## config.mk

```make
export PLATFORM = sky130hd
export DESIGN_NAME = dac_serial_tx_fil
export DESIGN_NICKNAME = d
export VERILOG_FILES = /design/src/rtl/dac_serial_tx_fil.sv
export SDC_FILE = /design/constraint.sdc
export NUM_CORES = 1
export LEC_CHECK = 0
export ABC_AREA = 1
export ABC_CLOCK_PERIOD_IN_PS = 4400
export BUFFER_PORTS_ARGS = -buffer_cell sky130_fd_sc_hd__buf_4
export CAP_MARGIN = 20
export CORE_ASPECT_RATIO = 1.5
export CORE_MARGIN = 4
export CORE_UTILIZATION = 50
export DETAILED_ROUTE_END_ITERATION = 12
export PLACE_DENSITY_LB_ADDON = 0.1
export SETUP_SLACK_MARGIN = 0.3
export SLEW_MARGIN = 20
export SYNTH_ARGS = -nofsm -noshare
export SYNTH_HDL_FRONTEND = slang
export SYNTH_SLANG_ARGS = --single-unit
```

## constraint.sdc

```tcl
create_clock -name clk -period 4.4 [get_ports clk]
set_input_delay 0 -clock clk [delete_from_list [all_inputs] [get_ports clk]]
set_output_delay 0 -clock clk [all_outputs]
set_load 0.03 [all_outputs]
```

## src/rtl/dac_serial_tx_fil.sv

```systemverilog
// dac_serial_tx_fil
// Output end of the filter datapath. Takes one (L+1)-bit filter result per
// valid/ready transfer and shifts it out MSB first to an external DAC over a
// mode-0 SPI-like link (cs_n, sclk, sdo).
//
// Ports
//   clk       system clock, all logic on its rising edge
//   rst       asynchronous, active-low reset
//   in_data   filter sample to transmit (L+1 bits)
//   in_valid  in_data valid
//   in_ready  block can accept a word (high in IDLE only)
//   cs_n      DAC chip select, active low
//   sclk      serial clock, each half-period lasts DIV clk cycles
//   sdo       serial data, changes only while sclk = 0
//   done      one-cycle pulse at the end of each frame
module dac_serial_tx_fil #(
    parameter int L   = 24,
    parameter int DIV = 2
) (
    input  logic       clk,
    input  logic       rst,
    input  logic [L:0] in_data,
    input  logic       in_valid,
    output logic       in_ready,
    output logic       cs_n,
    output logic       sclk,
    output logic       sdo,
    output logic       done
);

    localparam int BW = $clog2(L + 2);
    localparam int HW = $clog2(DIV + 1);
    localparam logic [BW-1:0] BIT_LAST  = BW'(L);
    localparam logic [HW-1:0] HALF_LAST = HW'(DIV - 1);

    typedef enum logic [1:0] {
        IDLE  = 2'd0,
        SHIFT = 2'd1,
        GAP   = 2'd2
    } state_t;

    state_t          state_reg, state_next;
    logic [L:0]      shreg_reg, shreg_next;
    logic [BW-1:0]   bit_reg, bit_next;
    logic [HW-1:0]   half_reg, half_next;
    logic            sclk_reg, sclk_next;
    logic            cs_n_reg, cs_n_next;
    logic            done_reg, done_next;

    always_ff @(posedge clk or negedge rst) begin
        if (!rst) begin
            state_reg <= IDLE;
            shreg_reg <= '0;
            bit_reg   <= '0;
            half_reg  <= '0;
            sclk_reg  <= 1'b0;
            cs_n_reg  <= 1'b1;
            done_reg  <= 1'b0;
        end else begin
            state_reg <= state_next;
            shreg_reg <= shreg_next;
            bit_reg   <= bit_next;
            half_reg  <= half_next;
            sclk_reg  <= sclk_next;
            cs_n_reg  <= cs_n_next;
            done_reg  <= done_next;
        end
    end

    always_comb begin
        state_next = state_reg;
        shreg_next = shreg_reg;
        bit_next   = bit_reg;
        half_next  = half_reg;
        sclk_next  = sclk_reg;
        cs_n_next  = cs_n_reg;
        done_next  = 1'b0;

        case (state_reg)
            IDLE: begin
                if (in_valid) begin
                    state_next = SHIFT;
                    shreg_next = in_data;
                    cs_n_next  = 1'b0;
                    sclk_next  = 1'b0;
                    bit_next   = '0;
                    half_next  = '0;
                end
            end
            SHIFT: begin
                if (half_reg == HALF_LAST) begin
                    half_next = '0;
                    if (!sclk_reg) begin
                        sclk_next = 1'b1;
                    end else begin
                        sclk_next = 1'b0;
                        if (bit_reg == BIT_LAST) begin
                            // Last high phase over: close the frame. Clearing
                            // the shift register also forces sdo low.
                            state_next = GAP;
                            cs_n_next  = 1'b1;
                            shreg_next = '0;
                            bit_next   = '0;
                            done_next  = 1'b1;
                        end else begin
                            // Falling sclk edge: present the next lower bit.
                            bit_next   = bit_reg + BW'(1);
                            shreg_next = {shreg_reg[L-1:0], 1'b0};
                        end
                    end
                end else begin
                    half_next = half_reg + HW'(1);
                end
            end
            GAP: begin
                if (half_reg == HALF_LAST) begin
                    state_next = IDLE;
                    half_next  = '0;
                end else begin
                    half_next = half_reg + HW'(1);
                end
            end
            default: begin
                state_next = IDLE;
            end
        endcase
    end

    // All serial outputs come straight from flops so the DAC sees no glitches.
    assign in_ready = (state_reg == IDLE);
    assign cs_n     = cs_n_reg;
    assign sclk     = sclk_reg;
    assign sdo      = shreg_reg[L];
    assign done     = done_reg;

endmodule

```

==> metrics.yaml <==
antenna_found_initial: 0
cp_max_fo: 18
dieArea_um2: 5260
yosys.area.top_type: "dfrtp_1"
yosysSeqAreaShare: 0.447
vias_per_cell: 5.17
clockRootBuffer: "clkbuf_8"
combPwrFrac: 0.509
ctsHtreeMaxLevel: 2
fillers: 381
yosysTopAreaCellShare: 0.435
p_int_w: 0.000857
synthArstFlopShare: 1.00
antenna_left: 0
crit_arrival_ps: 2680
tns_ps: 0
cts_buffer_depth: 2
dr.pass1.iters: 4
grt_first_pass_wirelength_mm: 7.64
core_um2: 3960
die_height_um: 86.8
hold_slack_ps: 1.98
antennaDiodeCount: 0
slew_headroom: 0.432
synth_most_common_cell: "nand2_1"
worstSetupPathType: "flop to flop"
p_sw_w: 0.000733
cts_sinks: 37
area_growth_pct: 17.1
seqPwrFrac: 0.353
largest_reg_flops: 25
pwr_density_cell_nw_per_um2: 656
max_freq_ghz: 0.408
hp-class: "primary input to flop"
drt_first_iter_violations: 77
dp_hpwl_mm: 2.80
p_sw_frac: 0.461
p_leak_nw: 1.37
post-route-period-util: 0.557
max_cap_viol_count: 0
hold_viol: 0
insertion_delay_ps: 290
fin_skew_ps: 3.97
grtUsageTotal: 0.191
numCtsBuffers: 5
worst_pin_slew_ps: 850
synth_enable_flop_cells: 0
cts_resized: 0
synthTopCellsByCount: "nand2_1 (147), dfrtp_1 (36), nand3_1 (25), inv_1 (10)"
routed_wl_mm: 4.44
ys_ff_latch: 37
synthesis.area_um2: 2070
clkTransAtPathRegs_ps: 70
io_buffers: 32
num_io_pins: 33
fp.dieW_um: 60.6
post-route-min-period_ps: 2450
num_vias: 1820
grt_pass1_vias: 1778
synth_cells: 273
grt_max_degree: 38
critPathRequiredTime_ps: 4630
hold_path_depth: 5
end_kind: "flop"
yosysWarnings: 0
synth_nets: 306
routedWlPerCell_um: 12.6
yosys-top-cells-area: "dfrtp_1 (43%), nand2_1 (27%), nand3_1 (6.0%)"
overflow: 0
synth-main-ff-cell: "dfrtp_1"
status: "complete, no violations"
drc: 0
rows: 28
finalPower_w: 0.00159
avgSynthCellArea_um2: 7.59
drive_gt1_frac: 0.189
power_frac_clock: 0.139
startpoint_type: "flop"
synthDistinctLibCells: 26
initial_core_util: 0.523
place.gp.congestion: 0.834
peakVddDrop_mv: 0.524
rsz0062_at_grt: "no"
num-nets-final: 341
cts_tree: "done"
setup_violations: 0
rr_worst_depth: 7
finalMaxSlewViolations: 0
-- cell type report --
cell class              count  area (µm²)  share of cell area
clock buffers               5        68.8              0.0284
flip-flops and latches     37         927               0.382
repair buffers             44         355               0.146
multi-input cells         208         966               0.398
inverters                  12        47.5              0.0196
clock inverters             1        5.00             0.00206
well taps                  45        56.3              0.0232
-- cell usage in the layout, fill, tap and decap left out, drive strengths merged --
master / count
nand2: 150
dfrtp: 36
nor2: 3
or2: 2
dfstp: 1
nand4: 4
nor3: 1
a21oi: 5
inv: 12
nand3: 33
o21ai: 4
clkinv: 1
clkbuf: 5
buf: 34
o21bai: 1
dlygate4sd3: 10
ha: 5
-- stage by stage --
stage / cells / setup WS, ps / cell area (µm²) / util
final: 352 / 1950 / 2430 / 0.613
after global routing: 352 / 1720 / 2430 / 0.613
after CTS: 352 / 1920 / 2430 / 0.613
after detailed placement: 336 / 1930 / 2250 / 0.569
after global placement: 336 / 2000 / 2250 / 0.569
after floorplan: 273 / 2810 / 2070 / -
-- worst max-delay path, cell delays in order, from the launching register on --
cell and delay (ps):
dfrtp_1 400, inv_1 90, ha_1 660, nand3_2 220, a21oi_2 550, buf_4 340, nand2_1 90, nand2_1 60
-- cells by family after synthesis --
kind of cell | Yosys count | synth area share
adders and majority gates | 5 | 0.0302
AOI/OAI and AO/OA | 10 | 0.0290
and+or+nand+nor | 193 | 0.407
DFF | 37 | 0.447
buffers and inverters | 28 | 0.0864
-- power groups by stage --
stage	Sequential, W	Combinational (W)	Clock (W)
after floorplan	0.000570	0.000687	0
after global placement	0.000564	0.000801	0
after detailed placement	0.000564	0.000813	0
after CTS	0.000560	0.000822	0.000226
after global routing	0.000577	0.000934	0.000239
final	0.000561	0.000809	0.000220
-- metal layers --
layer,share of wire,GRT usage,vias to the layer above
li1,-,-,918
met1,0.43,0.232,856
met2,0.50,0.323,40
met3,0.054,0.0402,6
met4,0.017,0.0710,0
met5,0,0,-
-- worst paths after layout --
kind                                 end     startpoint  slack, ps
setup / recovery           shreg_reg[18]   state_reg[1]       1950
hold / removal             shreg_reg[16]    in_data[16]          2
setup reg to reg           shreg_reg[18]   state_reg[1]       1950
hold reg to reg            shreg_reg[21]  shreg_reg[21]        480
max in group asynchronous           cs_n            rst       3820
min in group asynchronous   shreg_reg[4]            rst        210
-- what timing repair did --
action | CTS | global route
hold buffers | 10 | 0
buffers inserted | 0 | 0
endpoints found under the hold margin | 45 | 0
Note: power is estimated with default switching activity, not from simulation.
